File: config.mk
export PLATFORM = sky130hd
export DESIGN_NAME = seq_counter_time
export DESIGN_NICKNAME = d
export VERILOG_FILES = /design/src/rtl/seq_counter_time_pkg.sv /design/src/rtl/seq_counter_time_sc_run_fsm.sv /design/src/rtl/seq_counter_time.sv
export SDC_FILE = /design/constraint.sdc
export NUM_CORES = 1
export LEC_CHECK = 0
export BUFFER_PORTS_ARGS = -buffer_cell sky130_fd_sc_hd__buf_4
export CAP_MARGIN = 0
export CORE_MARGIN = 5
export CORE_UTILIZATION = 40
export CTS_CLUSTER_SIZE = 12
export DETAILED_ROUTE_END_ITERATION = 7
export GPL_ROUTABILITY_DRIVEN = 0
export PLACE_DENSITY = 0.66
export SYNTH_ARGS = -nofsm -noshare
export SYNTH_HDL_FRONTEND = slang
export SYNTH_SLANG_ARGS = --single-unit
File: constraint.sdc
create_clock -name clk -period 1.63 [get_ports clk]
set_clock_uncertainty 0.2 [all_clocks]
set_input_delay 0.0815 -clock clk [delete_from_list [all_inputs] [get_ports clk]]
set_output_delay 0.0815 -clock clk [all_outputs]
set_load 0.05 [all_outputs]
File: src/rtl/seq_counter_time_pkg.sv
// ---------------------------------------------------------------------------
// seq_counter_time_pkg
// Shared definitions for the basic computer's timing chain. The timing
// decoder imports the same defaults so the sequence-count width and the last
// legal T-state cannot drift apart between the counter and the decoder.
//   SC_WIDTH_DEF : default width of the sequence count (decoder input width)
//   MAX_T_DEF    : default last legal count value before a wrap is flagged
//   SC_T0        : count value that selects T0
//   run_state_t  : run-control state encoding (2'd3 is illegal, recovers
//                  to ST_IDLE)
// ---------------------------------------------------------------------------
package seq_counter_time_pkg;

  localparam int SC_WIDTH_DEF = 4;
  localparam int MAX_T_DEF    = 15;
  localparam int SC_T0        = 0;

  typedef enum logic [1:0] {
    ST_IDLE      = 2'd0,
    ST_RUN       = 2'd1,
    ST_STEP_WAIT = 2'd2
  } run_state_t;

endpackage

File: src/rtl/seq_counter_time_sc_run_fsm.sv
// ---------------------------------------------------------------------------
// seq_counter_time_sc_run_fsm
// Run-control state machine: holds the state register, the S (start/stop)
// flip-flop and the single-step gating. The sequence count itself lives in
// the top; this block only tells it which state we are in and which control
// pulses were actually accepted.
// Ports:
//   clk, rst        : clock, asynchronous active-high reset
//   start           : pulse, leaves IDLE
//   halt            : HLT, returns to IDLE from RUN or STEP_WAIT
//   sc_clr          : end-of-instruction clear
//   step_mode       : 1 = stop in STEP_WAIT after every instruction
//   step_req        : pulse, releases the next instruction in step mode
//   state           : registered run-control state
//   running         : registered S flip-flop (1 in RUN and STEP_WAIT)
//   start_acc       : start accepted this cycle (IDLE and start)
//   clr_acc         : sc_clr accepted this cycle (RUN, no halt)
// ---------------------------------------------------------------------------
module seq_counter_time_sc_run_fsm
  import seq_counter_time_pkg::*;
(
  input  logic       clk,
  input  logic       rst,
  input  logic       start,
  input  logic       halt,
  input  logic       sc_clr,
  input  logic       step_mode,
  input  logic       step_req,
  output run_state_t state,
  output logic       running,
  output logic       start_acc,
  output logic       clr_acc
);

  run_state_t next_state;

  // Accepted-event strobes. halt outranks sc_clr in RUN, and nothing but
  // start is looked at while IDLE.
  assign start_acc = (state == ST_IDLE) && start;
  assign clr_acc   = (state == ST_RUN) && !halt && sc_clr;

  // Next-state selection. step_mode is only consulted on leaving IDLE and at
  // an accepted clear, so a mode change mid-instruction takes effect at the
  // next instruction boundary. A step_req while step_mode is low is ignored.
  // The unused encoding falls through to IDLE.
  always_comb begin
    next_state = ST_IDLE;
    case (state)
      ST_IDLE: begin
        if (start) begin
          next_state = step_mode ? ST_STEP_WAIT : ST_RUN;
        end else begin
          next_state = ST_IDLE;
        end
      end
      ST_RUN: begin
        if (halt) begin
          next_state = ST_IDLE;
        end else if (sc_clr) begin
          next_state = step_mode ? ST_STEP_WAIT : ST_RUN;
        end else begin
          next_state = ST_RUN;
        end
      end
      ST_STEP_WAIT: begin
        if (halt) begin
          next_state = ST_IDLE;
        end else if (step_req && step_mode) begin
          next_state = ST_RUN;
        end else begin
          next_state = ST_STEP_WAIT;
        end
      end
      default: next_state = ST_IDLE;
    endcase
  end

  // State register and S flip-flop. S is registered from the next state so
  // it is exactly 1 whenever the machine sits in RUN or STEP_WAIT.
  always_ff @(posedge clk or posedge rst) begin
    if (rst) begin
      state   <= ST_IDLE;
      running <= 1'b0;
    end else begin
      state   <= next_state;
      running <= (next_state != ST_IDLE);
    end
  end

endmodule

File: src/rtl/seq_counter_time.sv
// ---------------------------------------------------------------------------
// seq_counter_time
// Sequence counter (SC) and run control for the basic computer's timing
// chain. SC feeds the 4-to-16 timing decoder that produces T0..T15.
// Ports:
//   clk, rst    : clock, asynchronous active-high reset
//   start       : pulse, sets S and leaves IDLE (also clears wrap_err)
//   halt        : HLT, clears S and SC
//   sc_clr      : CLR SC at the end of an instruction
//   step_mode   : 1 = one instruction per step_req
//   step_req    : pulse, releases the next instruction in step mode
//   sc_out      : current sequence count
//   running     : S flip-flop
//   instr_done  : one-cycle pulse the cycle after an accepted sc_clr
//   wrap_err    : sticky, SC passed MAX_T without being cleared
//   instr_cnt   : retired-instruction count, wraps silently
// ---------------------------------------------------------------------------
module seq_counter_time
  import seq_counter_time_pkg::*;
#(
  parameter int SC_WIDTH  = SC_WIDTH_DEF,
  parameter int MAX_T     = MAX_T_DEF,
  parameter int CNT_WIDTH = 16
) (
  input  logic                 clk,
  input  logic                 rst,
  input  logic                 start,
  input  logic                 halt,
  input  logic                 sc_clr,
  input  logic                 step_mode,
  input  logic                 step_req,
  output logic [SC_WIDTH-1:0]  sc_out,
  output logic                 running,
  output logic                 instr_done,
  output logic                 wrap_err,
  output logic [CNT_WIDTH-1:0] instr_cnt
);

  run_state_t state;
  logic       start_acc;
  logic       clr_acc;
  logic       at_max;

  seq_counter_time_sc_run_fsm u_run_fsm (
    .clk       (clk),
    .rst       (rst),
    .start     (start),
    .halt      (halt),
    .sc_clr    (sc_clr),
    .step_mode (step_mode),
    .step_req  (step_req),
    .state     (state),
    .running   (running),
    .start_acc (start_acc),
    .clr_acc   (clr_acc)
  );

  assign at_max = (sc_out == SC_WIDTH'(MAX_T));

  // Sequence counter. It only moves in RUN; IDLE and STEP_WAIT hold it at T0
  // so that leaving either state always begins an instruction at T0. An
  // increment from MAX_T wraps to T0 (the wrap itself is flagged below).
  always_ff @(posedge clk or posedge rst) begin
    if (rst) begin
      sc_out <= SC_WIDTH'(SC_T0);
    end else if (state == ST_RUN) begin
      if (halt || sc_clr || at_max) begin
        sc_out <= SC_WIDTH'(SC_T0);
      end else begin
        sc_out <= sc_out + SC_WIDTH'(1);
      end
    end else begin
      sc_out <= SC_WIDTH'(SC_T0);
    end
  end

  // Instruction retirement: one registered pulse and one count per accepted
  // clear. A clear that loses to halt is not an accepted clear.
  always_ff @(posedge clk or posedge rst) begin
    if (rst) begin
      instr_done <= 1'b0;
      instr_cnt  <= '0;
    end else begin
      instr_done <= clr_acc;
      if (clr_acc) begin
        instr_cnt <= instr_cnt + CNT_WIDTH'(1);
      end
    end
  end

  // Sticky wrap error: set when RUN would advance past MAX_T with no halt or
  // clear pending, cleared only by a fresh start out of IDLE.
  always_ff @(posedge clk or posedge rst) begin
    if (rst) begin
      wrap_err <= 1'b0;
    end else if (start_acc) begin
      wrap_err <= 1'b0;
    end else if ((state == ST_RUN) && !halt && !sc_clr && at_max) begin
      wrap_err <= 1'b1;
    end
  end

endmodule

==> reports/metrics.yaml, run 1 <==
outcome: "finished with violations"
violations: "negative hold slack, negative setup slack"
fin_crit_ps: 1639
clkPwrFrac: 0.178
drc: 0
synth_edf_count: 0
path_class: "reg2reg"
core.rowCount: 19
cap_violations: 0
grt_util_met1: 0.1530
p_int_mw: 0.9804
yosysSeqAreaShare: 0.5388
cts_buffer_depth: 2
p_total_mw: 1.549
drive_gt1_frac: 0.4653
busiest_layer: "met2"
p_per_area_nw_per_um2: 953.6
use_met2: 0.2198
vias: 902
grtUsageMet3: 0.03678
ant_nets: 0
period_share: 1.006
cts_root_buf: "clkbuf_4"
drt-pass1-iter-count: 4
endpoint_kind: "flip-flop"
htreeDepth: 1
path_clk_slew_ps: 130
synth_area_per_cell_um2: 11.85
ctsHoldBuffers: 5
syn-num-nets: 107
grt_max_degree: 26
cts_tree: "yes"
start_kind: "flip-flop"
clkLatencyLatePin_ps: 320
hold_slack_ps: -241.0
worst_slew_pin_slew_ps: 418.3
dp_hpwl_um: 1806
synth.cell_area_um2: 1161
grt_pass1_vias: 933
ir_drop_v: 0.001229
r2r_slack_ps: -9
p_sw_mw: 0.5683
final_nets: 154
grt_setup_unrepaired: "yes"
crit_chain: "or3b_4 > nor3_2 > and3_1 > xor2_1"
cts_buffers: 3
hold_violations: 4
core_area_um2: 2758
area_delta_synth_final_pct: 39.87
leakagePower_nw: 0.8310
drt_iter0_drc: 24
ys_ff_latch: 25
seqPwrFrac: 0.489
synthArstFlopShare: 1.000
num_antenna_cells: 0
grt_first_pass_wirelength_um: 4264
hold_path_class: "in2reg"
max_freq_mhz: 610.1
start_util: 0.4211
die_w_um: 63.88
layout_setup_ws_ps: -8.986
wl_um: 2465
io_pins: 30
dieArea_um2: 4080
sw_frac_of_total: 0.3670
synthCells: 98
routedWlPerCell_um: 14.09
ys_types: 29
overflow: 0
required_ps: 1680
clkSinkCount: 25
crit_path_max_incr_delay_ps: 420
vias_per_cell: 5.154
die_h_um: 63.88
crit_path_top_delay_cell: "or3b_4"
max_slew_margin: 0.7139
synth-warning-count: 0
path_max_fanout: 5
crit_arrival_ps: 1690
combPwrFrac: 0.333
portBuffers: 29
drv_slew: 0
setup_violations: 1
synth-main-ff-cell: "dfrtp_1"
antenna_found_initial: 0
grt_use_total: 0.1298
## power by group through the flow
stage                     sequential [mW]  clock, mW  combinational, mW
after global placement              0.770          0              0.496
final                               0.757      0.276              0.516
after floorplan                     0.957          0              0.153
after CTS                           0.761      0.297              0.514
after global routing                0.767      0.326              0.549
after detailed placement            0.772          0              0.503
## synthesized netlist by cell type, types with 2 or more instances
library cell,instances,area share
dfrtp_1,25,0.54
xor2_1,13,0.098
nor2_1,10,0.032
nand4_1,6,0.032
nand2_1,5,0.016
xnor2_1,5,0.038
and3_1,3,0.016
inv_1,3,0.0097
nand3_1,3,0.013
nor3_1,3,0.013
ha_1,2,0.022
nor4_1,2,0.011
o21ai_0,2,0.0086
## layer usage
layer	up-vias	wire, um	share of wire
met5	-	0	0
met4	0	42	0.017
met3	5	84	0.034
met2	12	1226	0.50
met1	441	1111	0.45
li1	444	-	-
## placed cells by master (no fill, tap or decap), types with 2 or more instances in the layout
master	n
nand2_1	4
dlygate4sd3_1	5
inv_1	3
nor3_2	3
o21ai_0	2
xor2_1	13
nand4_1	6
buf_4	38
xnor2_1	5
dfrtp_2	10
nor2_1	8
and3_1	3
nand3_1	3
clkbuf_4	3
nor4_4	2
dfrtp_1	15
## registers in the layout (all words and copies together) (netlist names)
register and count:
u_run_fsm.state 2, wrap_err 1, instr_cnt 16, instr_done 1, u_run_fsm.running 1, sc_out 4
## stage by stage
stage | cell area [um^2] | util | std cells | worst slack [ps] | TNS [ps]
2_1_floorplan | 1216 | - | 98 | -118.1 | -250.3
3_3_place_gp | 1514 | 0.5490 | 164 | 29.13 | 0
3_5_place_dp | 1514 | 0.5490 | 164 | -9.301 | -9.301
4_1_cts | 1590 | 0.5767 | 173 | -17.98 | -18.89
5_1_grt | 1624 | 0.5889 | 175 | -83.32 | -647.8
6_report | 1624 | 0.5889 | 175 | -8.986 | -8.986
## critical path, delay by kind of cell (launching register included)
kind	cells	cell delay, ps
XOR/XNOR	1	150
flip-flops	1	410
AND/OR/NAND/NOR	3	800
## final cells by class
type / count / area [um^2]
clock buffers: 4 / 26.28
fillers: 236 / 1134
inverters: 3 / 11.26
multi-input cells: 69 / 574.3
flip-flops and latches: 25 / 638.1
well taps: 31 / 38.79
repair buffers: 43 / 335.3
## logic make-up after synthesis
logic type	Yosys count	share of synthesized area
AOI/OAI and AO/OA	8	0.05281
xor gates and xnor gates	18	0.1358
adders and majority gates	2	0.02155
buffers and inverters	4	0.01940
DFF	25	0.5388
muxes	1	0.009698
and+or+nand+nor	40	0.2220
## worst paths after layout
path	startpoint	to	cells after the start
max in group asynchronous	rst	instr_cnt[7]	4
min	halt	u_run_fsm.running	2
max	u_run_fsm.state[1]	instr_cnt[8]	4
min reg2reg	instr_cnt[15]	instr_cnt[15]	1
min in group asynchronous	rst	wrap_err	4
max reg2reg	u_run_fsm.state[1]	instr_cnt[8]	4
## timing repair
action	in CTS	in global routing
pin swaps	1	5
gates cloned	0	0
endpoints found under the hold margin	35	4
gates resized for setup	0	4
buffers inserted	0	2
endpoints found under the setup margin	2	13
Note: power is estimated with default switching activity, not from simulation.
==> inputs of run 2 (changes only) <==
--- a/config.mk
+++ b/config.mk
@@ -8,11 +8,11 @@
 export BUFFER_PORTS_ARGS = -buffer_cell sky130_fd_sc_hd__buf_4
 export CAP_MARGIN = 0
 export CORE_MARGIN = 5
-export CORE_UTILIZATION = 40
+export CORE_UTILIZATION = 35
 export CTS_CLUSTER_SIZE = 12
 export DETAILED_ROUTE_END_ITERATION = 7
 export GPL_ROUTABILITY_DRIVEN = 0
-export PLACE_DENSITY = 0.66
 export SYNTH_ARGS = -nofsm -noshare
 export SYNTH_HDL_FRONTEND = slang
+export SYNTH_HIERARCHICAL = 1
 export SYNTH_SLANG_ARGS = --single-unit
==> run 2 against run 1 <==
Net effect:
- the run still ends with negative hold slack, negative setup slack left
- sequential cell count is the same
- sequential power grew 3.0%
- combinational power shrank 3%
- utilization shrank 7.5 points
- worst setup slack lost 75 ps
- sequential share of layout area grew 0.95 points
- maximum frequency shrank 4.3%
- critical path type is now in2reg
- largest power group unchanged
- highest routed layer is now met3
==> reports/metrics.yaml, run 2 <==
outcome: "finished with violations"
violations: "negative hold slack, negative setup slack"
path_max_fanout: 3  # -2
ys_types: 26  # -10%
dr_wl_met2_um: 1207  # -1.5%
cts_buffer_depth: 2  # unchanged
top_layer_used: "met3"
grt_first_pass_wirelength_um: 3864  # -9.4%
finalSetupTns_ps: -181.1  # -172.1 ps
synthArstFlopShare: 1.000  # unchanged
wl_met3_um: 96  # +14%
drt_iter0_drc: 36  # +50%
cts_buffers: 3  # unchanged
finish.utilization: 0.5143  # -0.07459
endpoint_kind: "flip-flop"
setup_violations: 4  # +3
ys_ff_latch: 25  # unchanged
leakagePower_nw: 0.7399  # -11%
drv_slew: 0  # unchanged
design_area_um2: 1570  # -3.3%
layout_setup_ws_ps: -83.52  # -74.53 ps
drc: 0  # unchanged
start_kind: "input port"
dp_cells: 178  # +8.5%
synth_edf_count: 0  # unchanged
synth-warning-count: 6  # +6
met1_length_um: 998  # -10%
synth_area_leaders: "dfrtp_1 56%, xnor2_1 9.4%, nand2_1 4.0%, nor3b_2 3.4%, xor2_1 3.1%"
yosysTopAreaCell: "dfrtp_1"
path_clk_slew_ps: 140  # about the same
largest_reg_flops: 16  # unchanged
largestRegisters: "instr_cnt: 16 flops, sc_out: 4 flops, u_run_fsm/state: 2 flops"
final_nets: 156  # +1.3%
synth_area_per_cell_um2: 11.26  # -5.0%
grt_max_degree: 23  # -12%
clkLatencyLatePin_ps: 310  # about the same
synth-main-ff-cell: "dfrtp_1"
p_per_area_nw_per_um2: 987.9  # +3.6%
cts_tree: "yes"
max_freq_mhz: 583.6  # -4.3%
top_register: "instr_cnt"
num_antenna_cells: 0  # unchanged
synthCells: 99  # +1.0%
synth.most_common_cell: "dfrtp_1"
syn-num-nets: 108  # +0.93%
die_h_um: 66.44  # +4.0%
clkSinkCount: 25  # unchanged
drive_gt1_frac: 0.3973  # -0.06802
portBuffers: 29  # unchanged
path_class: "in2reg"
ctsHoldBuffers: 6  # +1
synth.cell_area_um2: 1115  # -4.0%
dpl_cell_area_um2: 1456  # -3.8%
ys_top_cells_by_count: "25 x dfrtp_1, 12 x nand2_1, 12 x xnor2_1"
grt_use_total: 0.1127  # -0.01711
finalNonFillerCells: 190  # +8.6%
hold_path_class: "in2reg"
yosysSeqAreaShare: 0.5612  # +0.02237
cap_violations: 0  # unchanged
synth.top_cell.area_share: 0.5612  # +0.02237
grt_setup_unrepaired: "yes"
worst_slew_pin_slew_ps: 332.3  # -86.03 ps
vias: 893  # -1.0%
drt-pass1-iter-count: 4  # unchanged
layout_common_cells: "37 x buf_4, 20 x dfrtp_1, 12 x nand2_1, 12 x xnor2_1"
final_common_cell: "buf_4"
core.rowCount: 20  # +1
wl_um: 2303  # -6.6%
hold_slack_ps: -157.7  # +83.30 ps
max_slew_margin: 0.7753  # +0.06144
period_share: 1.051  # +0.04573
cts_root_buf: "clkbuf_4"
dieArea_um2: 4414  # +8.2%
crit_arrival_ps: 1770  # +80 ps
io_pins: 30  # unchanged
ant_nets: 0  # unchanged
required_ps: 1690  # about the same
hold_violations: 6  # +2
ir_drop_v: 0.0007817  # -36%
vias_per_cell: 4.700  # -8.8%
area_delta_synth_final_pct: 40.85
core_area_um2: 3053  # +11%
die_w_um: 66.44  # +4.0%
htreeDepth: 1  # unchanged
dp_hpwl_um: 1683  # -6.8%
routedWlPerCell_um: 12.12  # -14%
grt_pass1_vias: 887  # -4.9%
overflow: 0  # unchanged
antenna_found_initial: 0  # unchanged
fin_crit_ps: 1714  # +74.53 ps
start_util: 0.3652  # -0.05589
==> run 2: cell types whose count changed in the layout (fill, tap and decap cells not counted), sizes merged, moves of 2 or more <==
cell,change
nor3b,+3
nand2,+7
xnor2,+7
or3,+2
a21oi,+2
and3,-2
nor3,-2
nand3,+2
nor4,-3
xor2,-9
==> run 2: layout make-up <==
class,instances,area [um^2]
fillers,293,1483
clock buffers,4,26.28
repair buffers,43,337.8
multi-input cells,70,504.2
well taps,44,55.05
inverters,4,15.01
flip-flops and latches,25,631.9
==> run 2: timing repair <==
action	CTS	global route
buffers inserted	0	2
endpoints found under the hold margin	32	6
endpoints found under the setup margin	7	12
pin swaps	1	0
gates resized for setup	1	3
==> run 2: metal layers <==
layer | up-vias | track usage
met5 | - | 0
met4 | 0 | 0.02538
met3 | 0 | 0.02381
met2 | 18 | 0.2032
met1 | 444 | 0.1359
li1 | 431 | -
==> run 2: stage by stage <==
step                total power [mW]  hold slack (ps)  worst slack (ps)
floorplan                      1.098           -364.9            -132.1
global placement               1.274           -230.0            -2.841
detailed placement             1.277           -229.4            -56.45
CTS                            1.563           -163.1            -85.38
global route                   1.638           -138.0            -152.4
finish                         1.551           -157.7            -83.52
==> run 2: worst paths after layout <==
path | from | end | slack (ps) | cells after the start
max | sc_clr | wrap_err | -80 | 6
min | halt | sc_out[0] | -160 | 4
max reg2reg | u_run_fsm/state[1] | instr_cnt[11] | -80 | 5
min reg2reg | instr_cnt[15] | instr_cnt[15] | 280 | 1
max in group asynchronous | rst | u_run_fsm/running | 560 | 4
min in group asynchronous | rst | instr_done | 170 | 4
==> run 2: logic make-up after synthesis <==
family	count (synthesis)	share of synthesized area
simple gates	46	0.2436
flops	25	0.5612
xor+xnor	16	0.1257
compound gates	5	0.02356
buf+inv	4	0.01346
fa+ha+maj	2	0.02244
mux	1	0.01010
==> run 2: power by group <==
part           switching, mW  internal, mW  leakage [nW]  total [mW]
registers             0.0901         0.689         0.332       0.780
clock network          0.178        0.0954        0.0150       0.274
logic                  0.316         0.182         0.393       0.498
total                  0.584         0.967         0.740        1.55
==> run 2: worst max-delay path, stage by stage <==
cell and delay (ps):
buf_4 120, dlygate4sd3_1 590, or4b_2 730, nor2_1 130, nor2_1 50, nor2_1 70
